$ cat config.mk
export PLATFORM = sky130hd
export DESIGN_NAME = uart_rx
export DESIGN_NICKNAME = d
export VERILOG_FILES = /design/src/rtl/uart_rx.sv
export SDC_FILE = /design/constraint.sdc
export NUM_CORES = 1
export LEC_CHECK = 0
export BUFFER_PORTS_ARGS = -buffer_cell sky130_fd_sc_hd__buf_2
export CAP_MARGIN = 40
export CELL_PAD_IN_SITES_DETAIL_PLACEMENT = 0
export CELL_PAD_IN_SITES_GLOBAL_PLACEMENT = 1
export CORE_UTILIZATION = 35
export DETAILED_ROUTE_END_ITERATION = 7
export HOLD_SLACK_MARGIN = 0.15
export PLACE_DENSITY = 0.7
export SLEW_MARGIN = 20
export SYNTH_ARGS = -nofsm -noshare
export SYNTH_HDL_FRONTEND = slang
export SYNTH_SLANG_ARGS = --single-unit
$ cat constraint.sdc
create_clock -name CLK -period 2.97 [get_ports CLK]
set_clock_uncertainty 0.15 [all_clocks]
set_input_delay 0.1485 -clock CLK [delete_from_list [all_inputs] [get_ports CLK]]
set_output_delay 0.1485 -clock CLK [all_outputs]
set_load 0.01 [all_outputs]
$ cat src/rtl/uart_rx.sv
// Oversampling UART receiver: start 0, WIDTH data bits LSB first, optional parity, one stop 1.
// Define UART_RX_MAJORITY_EN to vote 2-of-3 samples around each mid-bit point.
module uart_rx #(
  parameter int unsigned WIDTH   = 8,
  parameter int unsigned PRESC_W = 6
) (
  input  logic               CLK,
  input  logic               RST,
  input  logic               RX_IN,
  input  logic [PRESC_W-1:0] PRESCALE,
  input  logic               PAR_EN,
  input  logic               PAR_TYP,
  output logic [WIDTH-1:0]   P_DATA,
  output logic               DATA_VALID,
  output logic               PAR_ERR,
  output logic               STP_ERR
);

  localparam int unsigned BIT_W = (WIDTH > 1) ? $clog2(WIDTH) : 1;
  localparam logic [BIT_W-1:0] LAST_BIT = BIT_W'(WIDTH - 1);

  typedef enum logic [2:0] {
    IDLE   = 3'd0,
    START  = 3'd1,
    DATA   = 3'd2,
    PARITY = 3'd3,
    STOP   = 3'd4
  } state_t;

  state_t             state;
  logic [PRESC_W-1:0] edge_cnt;
  logic [BIT_W-1:0]   bit_cnt;
  logic [PRESC_W-1:0] presc;
  logic               par_en_q;
  logic               par_typ_q;
  logic [WIDTH-1:0]   shreg;
  logic               par_bad;
  logic               stop_bad;

  logic [PRESC_W-1:0] presc_sel_c;
  logic [PRESC_W-1:0] half_c;
  logic               last_edge_c;
  logic               smp_rdy_c;
  logic               smp_val_c;
  logic               exp_par_c;

  // Unsupported ratios fall back to 8 so a frame can never stall.
  assign presc_sel_c = ((PRESCALE == PRESC_W'(16)) || (PRESCALE == PRESC_W'(32)))
                       ? PRESCALE : PRESC_W'(8);
  assign half_c      = presc >> 1;
  assign last_edge_c = (edge_cnt == (presc - PRESC_W'(1)));
  assign exp_par_c   = (^shreg) ^ par_typ_q;

`ifdef UART_RX_MAJORITY_EN
  logic s_a;
  logic s_b;

  // Early samples at P/2-1 and P/2; the vote completes with the live line at P/2+1.
  always_ff @(posedge CLK or posedge RST) begin
    if (RST) begin
      s_a <= 1'b1;
      s_b <= 1'b1;
    end else begin
      if (edge_cnt == (half_c - PRESC_W'(1))) s_a <= RX_IN;
      if (edge_cnt == half_c)                 s_b <= RX_IN;
    end
  end

  assign smp_rdy_c = (edge_cnt == (half_c + PRESC_W'(1)));
  assign smp_val_c = (s_a & s_b) | (s_a & RX_IN) | (s_b & RX_IN);
`else
  assign smp_rdy_c = (edge_cnt == half_c);
  assign smp_val_c = RX_IN;
`endif

  // Frame FSM with registered outcome strobes.
  always_ff @(posedge CLK or posedge RST) begin
    if (RST) begin
      state      <= IDLE;
      edge_cnt   <= '0;
      bit_cnt    <= '0;
      presc      <= PRESC_W'(8);
      par_en_q   <= 1'b0;
      par_typ_q  <= 1'b0;
      shreg      <= '0;
      par_bad    <= 1'b0;
      stop_bad   <= 1'b0;
      P_DATA     <= '0;
      DATA_VALID <= 1'b0;
      PAR_ERR    <= 1'b0;
      STP_ERR    <= 1'b0;
    end else begin
      DATA_VALID <= 1'b0;
      PAR_ERR    <= 1'b0;
      STP_ERR    <= 1'b0;
      case (state)
        IDLE: begin
          // The detecting cycle is edge 0 of the start bit.
          if (!RX_IN) begin
            state     <= START;
            edge_cnt  <= PRESC_W'(1);
            bit_cnt   <= '0;
            presc     <= presc_sel_c;
            par_en_q  <= PAR_EN;
            par_typ_q <= PAR_TYP;
            par_bad   <= 1'b0;
            stop_bad  <= 1'b0;
          end
        end
        START: begin
          if (smp_rdy_c && smp_val_c) begin
            state    <= IDLE;
            edge_cnt <= '0;
          end else if (last_edge_c) begin
            state    <= DATA;
            edge_cnt <= '0;
          end else begin
            edge_cnt <= edge_cnt + PRESC_W'(1);
          end
        end
        DATA: begin
          if (smp_rdy_c) shreg[bit_cnt] <= smp_val_c;
          if (last_edge_c) begin
            edge_cnt <= '0;
            if (bit_cnt == LAST_BIT) begin
              bit_cnt <= '0;
              state   <= par_en_q ? PARITY : STOP;
            end else begin
              bit_cnt <= bit_cnt + BIT_W'(1);
            end
          end else begin
            edge_cnt <= edge_cnt + PRESC_W'(1);
          end
        end
        PARITY: begin
          if (smp_rdy_c) par_bad <= (smp_val_c != exp_par_c);
          if (last_edge_c) begin
            edge_cnt <= '0;
            state    <= STOP;
          end else begin
            edge_cnt <= edge_cnt + PRESC_W'(1);
          end
        end
        STOP: begin
          if (smp_rdy_c) stop_bad <= !smp_val_c;
          if (last_edge_c) begin
            edge_cnt <= '0;
            state    <= IDLE;
            if (!par_bad && !stop_bad) begin
              P_DATA     <= shreg;
              DATA_VALID <= 1'b1;
            end else begin
              PAR_ERR <= par_bad;
              STP_ERR <= stop_bad;
            end
          end else begin
            edge_cnt <= edge_cnt + PRESC_W'(1);
          end
        end
        default: begin
          state    <= IDLE;
          edge_cnt <= '0;
        end
      endcase
    end
  end

endmodule

# Word-level counts from Yosys, hierarchy flattened
# Index checks and enable logic that the tools add are counted.
op_classes:
  bitwise: 2
  reduce_logical: 20
  muxes: 35
  add_sub_neg: 3
  eq_ne: 18
  magnitude_cmp: 2
ops:
  columns: ["operator", "count"]
  rows:
  - ["two-way mux 3 bit", 11]
  - ["two-way mux 6 bit", 4]
  - ["one-hot mux 6 bit (3 select lines)", 1]
  - ["one-hot mux 3 bit (5 select lines)", 1]
  - ["!= test 2 bit (second input constant)", 7]
  - ["two-way mux 1 bit", 13]
  - ["AND reduction 3 bit", 4]
  - ["bitwise mux 8 bit", 1]
  - ["XOR reduction 8 bit", 1]
  - ["adder 6 x 1 -> 6 bit (second input constant)", 1]
  - ["== test 3 x 2 -> 1 bit (second input constant)", 2]
  - ["== test 3 bit (second input constant)", 2]
  - ["== test 6 x 5 -> 1 bit", 1]
  - ["== test 6 x 5 -> 1 bit (second input constant)", 1]
  - ["== test 6 bit", 1]
  - ["== test 6 bit (second input constant)", 1]
  - ["one-hot mux 3 bit (2 select lines)", 1]
  - ["AND reduction 6 bit", 1]
  - ["nonzero test 2 bit", 3]
  - ["subtractor 6 x 1 -> 6 bit (second input constant)", 1]
  - ["less-than comparator 3 x 4 -> 1 bit (second input constant)", 1]
  - ["one-hot mux 1 bit (2 select lines)", 2]
  - ["AND reduction 2 bit", 2]
  - ["adder 3 x 1 -> 3 bit (second input constant)", 1]
  - ["12 further kinds", 16]
word_totals:
  elab_cells: 93
  register_bits: 41
  in_bits: 11
  out_inout_bits: 11

# Depth between registers and ports, before layout
# Gate-level depths: netlist of the first run.
depth:
  ltp_word: 5
  depth_mapped: 9
  ltp_nobuf: 8

# Least setup slack after synthesis of the first run
# OpenSTA, ideal clock, no wires.
synth_path:
  path_kind: "register to register"
  startpoint: "reg presc[3]"
  endpoint: "reg P_DATA[0]"
  path_buffers: 1
  path_slack_ps: 235
  setup_ps: 125
  path_stages_with_launch: 8
  period_less_slack_ps: 2735
  t_arrival_ps: 2460
  required_time_ps: 2695
  cell_sequence: "dfstp_2 -> clkbuf_1 -> nand2b_1 -> a21oi_1 -> a311o_1 -> a2111oi_2 -> nor4b_4 -> mux2_2"
synth_between:
  elab_chain_cells: 3
synth_lines:
  columns: ["item", "line_no", "text"]
  rows:
  - ["from (decl)", "33", "logic [PRESC_W-1:0] presc;"]
  - ["from (signal assigned)", "103", "presc <= presc_sel_c;"]
  - ["subtractor 6 x 1 -> 6 bit", "51", "assign last_edge_c = (edge_cnt == (presc - PRESC_W'(1)));"]
  - ["== test 6 bit", "51", null]
  - ["AND reduction 3 bit (no line)", null, null]
  - ["to (signal assigned)", "150", "P_DATA <= shreg;"]
  - ["to (decl)", "13", "output logic [WIDTH-1:0] P_DATA,"]
# Every way passes these cells.
# A chain may end at the register's enable or synchronous reset.

# Worst setup path after layout of the first run
layout_path:
  startpoint: "reg presc[2]"
  endpoint: "reg P_DATA[1]"
# Same word-level chain as after synthesis.

==> results.md, run 1 <==
- Outcome: completed
- DR vias/cell: 5.09
- Hold WC Path Type: reg2reg
- RSZ-0062 raised after global routing: false
- Post-synth ARST share: 100%
- CTS sink cnt: between 40 and 50
- Pin count of the biggest net entering global routing: 42
- CP Class: reg2reg
- CP Launch Type: flip-flop
- # fillers: 611
- R2R depth: 7
- Multiplexer area fraction after synthesis: under 10%
- Gr ovfl total: 0
- Mapped cell area: 2160 um^2
- HPWL Detailed: between 3 and 4 mm
- Hold EP: P_DATA[2]
- Cts bufs inserted: 5
- R2R setup slack: between 200 and 300 ps
- H-tree levels: 2
- Yosys cell types: 44
- # DRC: 0
- Die W: between 80 and 90 um
- Hold Violations, Final: 0
- Worst skew pair latency: around 280 ps
- DR vias: 1638
- Slowest cell on crit path: dfrtp_1
- Launch point of the worst reg-to-reg path: presc[2]
- Synth Area in XOR/XNOR: under 10%
- Ant. Diodes: 0
- GPL Wtd Cong: roughly 0.75
- Worst-margin pin slew: a little under 800 ps
- Layout cells sized above 1: 21.5%
- Post-synth EDFFs: 0
- Post-route cell area: about 2600 um^2
- Synthesis Warnings: 0
- Worst slew margin: approximately 47%
- Routed WL: between 4 and 5 mm
- Commonest non-fill, non-tap cell in the layout: dfrtp_1
- Slew Limit Fails: 0
- Simple-gate portion of the synthesized area: 19.7%
- Total GRT Usage: 15.1%
- Max incr delay on CP: about 450 ps
- Prevailing post-synth register cell: dfrtp_1
- Clock-pin slew on the worst setup and hold paths: ~80 ps
- Worst EP arrival: 2730 ps
- Root Buffer: clkbuf_8
- Hold depth: 1
- CTS tree: yes
- Crit. End Element: flip-flop
- Initial antenna violation count: 0
- Yosys reg bits: 41
- Die height: ~80 um
- Post-place instance area: 2380 um^2
- Main combinational cell family by area after synthesis: simple AND/OR/NAND/NOR gates
- Post-cts gate resize count: 0
- Max-cap viol count: 0
- Final setup fails: 0
- Starting Density: 36.3%
- Initial drt markers: 94
- Die Footprint: approximately 6500 um^2
- Post-route minimum period: 2710 ps
- Synth Area in Compound Gates: a little over an eighth
- Final Cycle Share: 91.2%
- Register area share after synthesis: a little under half
- Pwr/cell area: ~680 nW/um^2
- Nets: ~260
- Max clock buf depth: 2
- IR Drop Worst-Case VDD: ~0.40 mV
- Crit path cell chain: nor3_1, a21oi_1, a311o_1, a2111oi_2, nor4b_4, buf_4, mux2_2
- IO Pins: 22
- CP max FO: 9
- Post-DR wirelength/cell: 13.5 um
- Avg Inst Size Synth: around 10 um^2
- Site row count: 28
- Hold path startpoint: P_DATA[2]
- Core Area: 5960 um^2
- Area growth, synth to finish: 19.1%
- Pleak: about 1.2 nW
- Vias in the first global route: between 1500 and 2000
- Detailed Routing Iterations Pass 1: 4
- Synth Instances: around 210
- Max Fclk: approximately 0.37 GHz
- Post-synthesis adder-cell area fraction: between 2 and 2.5%
- Reg-to-reg endpoint: P_DATA[1]
- Worst path bufs/invs: 1
- Post-route ant nets: 0
- TNS Setup: 0 ps
- Crit path max-delay family: compound AO/OA/AOI/OAI gates
- First-pass GRT wire length: ~7.5 mm
- Most frequent cells in the layout: 40 x dfrtp_1, 21 x buf_2, 20 x nand2_1, 16 x xnor2_1, 14 x o21ai_0
- Syn_nets: about 230
- Worst Path Required: between 2000 and 3000 ps
- Port Buf Inserts: 21
-- cell usage after synthesis (4+ instances only) --
| library cell | n | area (um^2) |
|---|---|---|
| dfrtp_1 | 40 | 1000 |
| nand2_1 | 20 | 75.1 |
| xnor2_1 | 16 | 140 |
| o21ai_0 | 14 | 70.1 |
| mux2_2 | 11 | 124 |
| nor2_1 | 10 | 37.5 |
| nand2b_1 | 9 | 56.3 |
| clkbuf_1 | 8 | 30.0 |
| nor3_1 | 8 | 40.0 |
| nand3_1 | 6 | 30.0 |
| o31ai_1 | 6 | 45.0 |
| a221o_1 | 4 | 40.0 |
| and2_1 | 4 | 25.0 |
| ha_1 | 4 | 50.1 |
| inv_1 | 4 | 15.0 |
| nor2b_1 | 4 | 25.0 |
-- state kept, by name (all words and copies together), names as in the netlist --
name        cells
shreg           8
par_bad         1
edge_cnt        6
STP_ERR         1
state           3
par_typ_q       1
presc           6
bit_cnt         3
stop_bad        1
P_DATA          8
par_en_q        1
PAR_ERR         1
DATA_VALID      1
-- kinds of logic (layout without fill, tap and decap cells) --
group / Yosys count / in the layout
AO/OA/AOI/OAI: 41 / 41
XOR/XNOR: 19 / 19
adder cells (fa/ha/maj): 4 / 4
buffers and inverters: 15 / 51
flip-flops: 41 / 41
multiplexers: 13 / 13
AND/OR/NAND/NOR: 78 / 78
-- area by class of cell --
cell class | instances | area, um^2 | area share (%)
Timing Repair Buffer | 39 | 268 | 10.4
Sequential cell | 41 | 1030 | 39.9
Inverter | 5 | 18.8 | 0.729
Multi-Input combinational cell | 155 | 1080 | 41.9
Clock inverter | 1 | 7.51 | 0.291
Tap cell | 75 | 93.8 | 3.64
Clock buffer | 6 | 82.6 | 3.21
-- where the power goes --
group | internal [mW] | switching, mW
registers | 0.648 | 0.156
clock network | 0.184 | 0.186
logic | 0.294 | 0.283
total | 1.13 | 0.625
-- worst register-to-register path, delay by kind of cell, from the launching register on --
kind                   cells  cell delay [ps]
buffers and inverters      1              220
multiplexers               1              350
flip-flops                 1              450
AND/OR/NAND/NOR            2              620
AO/OA/AOI/OAI              3              810
-- how the worst max path moves through the flow --
stage | slack [ps] | depth (start not counted) | endpoint | startpoint
after floorplan | 230 | 7 | P_DATA[0] | presc[3]
after global placement | 310 | 7 | P_DATA[1] | presc[2]
after detailed placement | 260 | 7 | P_DATA[1] | presc[2]
after CTS | 240 | 7 | P_DATA[1] | presc[2]
after global routing | 70 | 7 | P_DATA[1] | presc[2]
final | 260 | 7 | P_DATA[1] | presc[2]
-- what timing repair did --
action	in CTS	in global routing
hold buffers	11	0
setup buffers	0	0
endpoints found under the hold margin	48	0
-- routing by layer --
metal,track usage [%],vias up,wire (um)
met5,0,-,0
met4,6.25,0,29
met3,2.61,2,130
met2,22.1,29,1910
met1,21.7,781,2280
li1,-,826,-
-- stage by stage --
step | utilization [%] | hold slack [ps] | cells | power [mW] | setup WS [ps]
after floorplan | - | 104 | 211 | 1.24 | 235
after global placement | 39.9 | 160 | 304 | 1.38 | 306
after detailed placement | 39.9 | 160 | 304 | 1.38 | 256
after CTS | 43.3 | 363 | 322 | 1.77 | 242
after global routing | 43.3 | 378 | 322 | 1.87 | 68.4
final | 43.3 | 357 | 322 | 1.75 | 261
No activity file was read; power rests on OpenSTA's default activity.
==> run 2: changes to the inputs <==
--- a/config.mk
+++ b/config.mk
@@ -5,6 +5,7 @@
 export SDC_FILE = /design/constraint.sdc
 export NUM_CORES = 1
 export LEC_CHECK = 0
+export ABC_AREA = 1
 export BUFFER_PORTS_ARGS = -buffer_cell sky130_fd_sc_hd__buf_2
 export CAP_MARGIN = 40
 export CELL_PAD_IN_SITES_DETAIL_PLACEMENT = 0
@@ -12,7 +13,7 @@
 export CORE_UTILIZATION = 35
 export DETAILED_ROUTE_END_ITERATION = 7
 export HOLD_SLACK_MARGIN = 0.15
-export PLACE_DENSITY = 0.7
+export PLACE_DENSITY = 0.73
 export SLEW_MARGIN = 20
 export SYNTH_ARGS = -nofsm -noshare
 export SYNTH_HDL_FRONTEND = slang
==> results.md, run 2 <==
- Site row count: 28
- Yosys cell types: 29
- Max-cap viol count: 0
- Detailed Routing Iterations Pass 1: 5
- Footprint of the multi-input gates: 1060 um^2
- Worst-margin pin slew: around 640 ps
- Dpl ws: slightly above 1000 ps
- Pin count of the biggest net entering global routing: 17
- Slew Limit Fails: 0
- IO Pins: 22
- Crit path cell chain: nor2_1, inv_2, nor2_1, inv_2, nor2_2, inv_2, nor3_2, nand2_1, dlygate4sd3_1, o21ai_0
- Die W: 82.2 um
- Final setup fails: 0
- Worst EP arrival: 2530 ps
- H-tree levels: 2
- Pleak: 1.38 nW
- Ant. Diodes: 0
- Nets: approximately 340
- TNS Setup: 0 ps
- Register area: between 1000 and 1500 um^2
- Yosys reg bits: a little over 40
- CTS sink cnt: 41
- Pwr/cell area: roughly 700 nW/um^2
- Largest regs: P_DATA x8, shreg x8
- Post-DR wirelength/cell: 12.3 um
- Routed WL: between 4 and 5 mm
- Starting Density: 37.1%
- Post-route minimum period: between 2000 and 2500 ps
- Crit. End Element: flip-flop
- CP max FO: 12
- Most frequent cells in the layout: 96 x nand2_1, 40 x dfrtp_1, 26 x nand3_1, 24 x inv_1, 21 x buf_2
- Hold Violations, Final: 0
- Count leader, synth: nand2_1
- CP Launch Type: flip-flop
- Slowest cell on crit path: dlygate4sd3_1
- Post-route cell area: between 2000 and 3000 um^2
- Gr ovfl total: 0
- Die Footprint: ~6800 um^2
- Setup Buffers After CTS: 0
- Final worst setup slack: about 500 ps
- Placed cells: 381
- Worst skew pair latency: roughly 300 ps
- Initial antenna violation count: 0
- First-pass GRT wire length: about 8.6 mm
- DR vias/cell: roughly 4.7
- IR Drop Worst-Case VDD: between 0.3 and 0.4 mV
- Layout cells sized above 1: 17.8%
- Root Buffer: clkbuf_8
- Worst hold slack: just under 90 ps
- Final Cycle Share: 83.2%
- Area growth, synth to finish: 19.6%
- Core Area: a little over 6000 um^2
- Max Fclk: a little over 0.4 GHz
- Port Buf Inserts: 21
- Syn_nets: roughly 300
- Outcome: completed
- Synth area leader: dfrtp_1
- Worst Path Required: between 3000 and 4000 ps
- Commonest non-fill, non-tap cell in the layout: nand2_1
- Non-filler cells in the finished layout: 400
- Total power: 1.87 mW
- CTS tree: yes
- Post-synth top area share: about 44%
- Synthesis Warnings: 0
- CP Class: reg2reg
- Post-place instance area: approximately 2500 um^2
- Post-synth ARST share: 100%
- Synth cell count leaders: 96 x nand2_1, 40 x dfrtp_1, 26 x nand3_1
- Post-synth EDFFs: 0
- Register area share after synthesis: between 40% and 50%
- Cts bufs inserted: 5
- HPWL Detailed: 3.67 mm
- Max clock buf depth: 2
- Vias in the first global route: approximately 1800
- Prevailing post-synth register cell: dfrtp_1
- Hold WC Path Type: in2reg
- Core Util, Final: between 40 and 50%
- # DRC: 0
- Initial drt markers: between 100 and 150
- Total GRT Usage: between 10% and 20%
- Max incr delay on CP: around 550 ps
- Synth Instances: about 280
- Top cells by area, synth: dfrtp_1 44%, nand2_1 16%, nand3_1 5.8%
- Mapped cell area: between 2000 and 2500 um^2
- DR vias: roughly 1900
- GPL Wtd Cong: about 0.83
- RSZ-0062 raised after global routing: false
- Post-route ant nets: 0
- Worst slew margin: between 50% and 60%
- Die height: about 82 um
- Avg Inst Size Synth: 7.93 um^2
- # fillers: about 600
- Clock-pin slew on the worst setup and hold paths: ~80 ps
- Worst path most repeated cell: inv_2
-- run 2: cell types whose count changed after synthesis, moves of 11 or more --
cell / delta
nand2_1: +76
inv_1: +20
nand3_1: +20
inv_2: +11
mux2_2: -11
o21ai_1: +11
-- run 2: routing by layer --
metal,GRT usage (%),vias up,part of all wire (%)
met5,0,-,0
met4,5.79,0,0.55
met3,3.30,2,3.2
met2,24.5,31,42
met1,25.4,849,54
li1,-,987,-
-- run 2: power breakdown --
group	switching, mW	internal (mW)	leakage (nW)
clock network	0.196	0.252	0.0585
logic	0.413	0.237	0.812
registers	0.106	0.662	0.513
-- run 2: layout make-up --
class	count	share of cell area [%]
flip-flops and latches	41	38.2
clock buffers	5	2.56
repair buffers	35	9.11
inverters	37	5.72
clock inverters	3	1.63
well taps	75	3.49
multi-input cells	204	39.4
-- run 2: final timing paths --
kind / startpoint / to / slack, ps / cells past startpoint
setup / recovery: state[0] / presc[5] / 500 / 10
hold / removal: PRESCALE[3] / presc[3] / 90 / 5
setup reg to reg: state[0] / presc[5] / 500 / 10
hold reg to reg: P_DATA[3] / P_DATA[3] / 320 / 2
max in group asynchronous: RST / presc[0] / 1630 / 5
min in group asynchronous: RST / P_DATA[2] / 310 / 3
-- run 2: critical path: cells and delay by family, from the launching register on --
kind | cells | cell delay, ps
flip-flops | 1 | 430
AND/OR/NAND/NOR | 5 | 850
buffers and inverters | 4 | 880
AO/OA/AOI/OAI | 1 | 70
-- run 2: timing repair --
action / 4_1_cts / 5_1_grt
gates resized for setup: 0 / 0
setup endpoints to repair: 0 / 2
hold endpoints to repair: 20 / 0
hold buffers: 12 / 0
-- run 2: cells by family after synthesis --
logic type	after synthesis	share of synthesized area (%)
adders and majority gates	4	2.22
and+or+nand+nor	159	32.7
DFF	41	45.6
AOI/OAI and AO/OA	24	5.56
xor gates and xnor gates	17	6.61
buffers and inverters	39	7.28
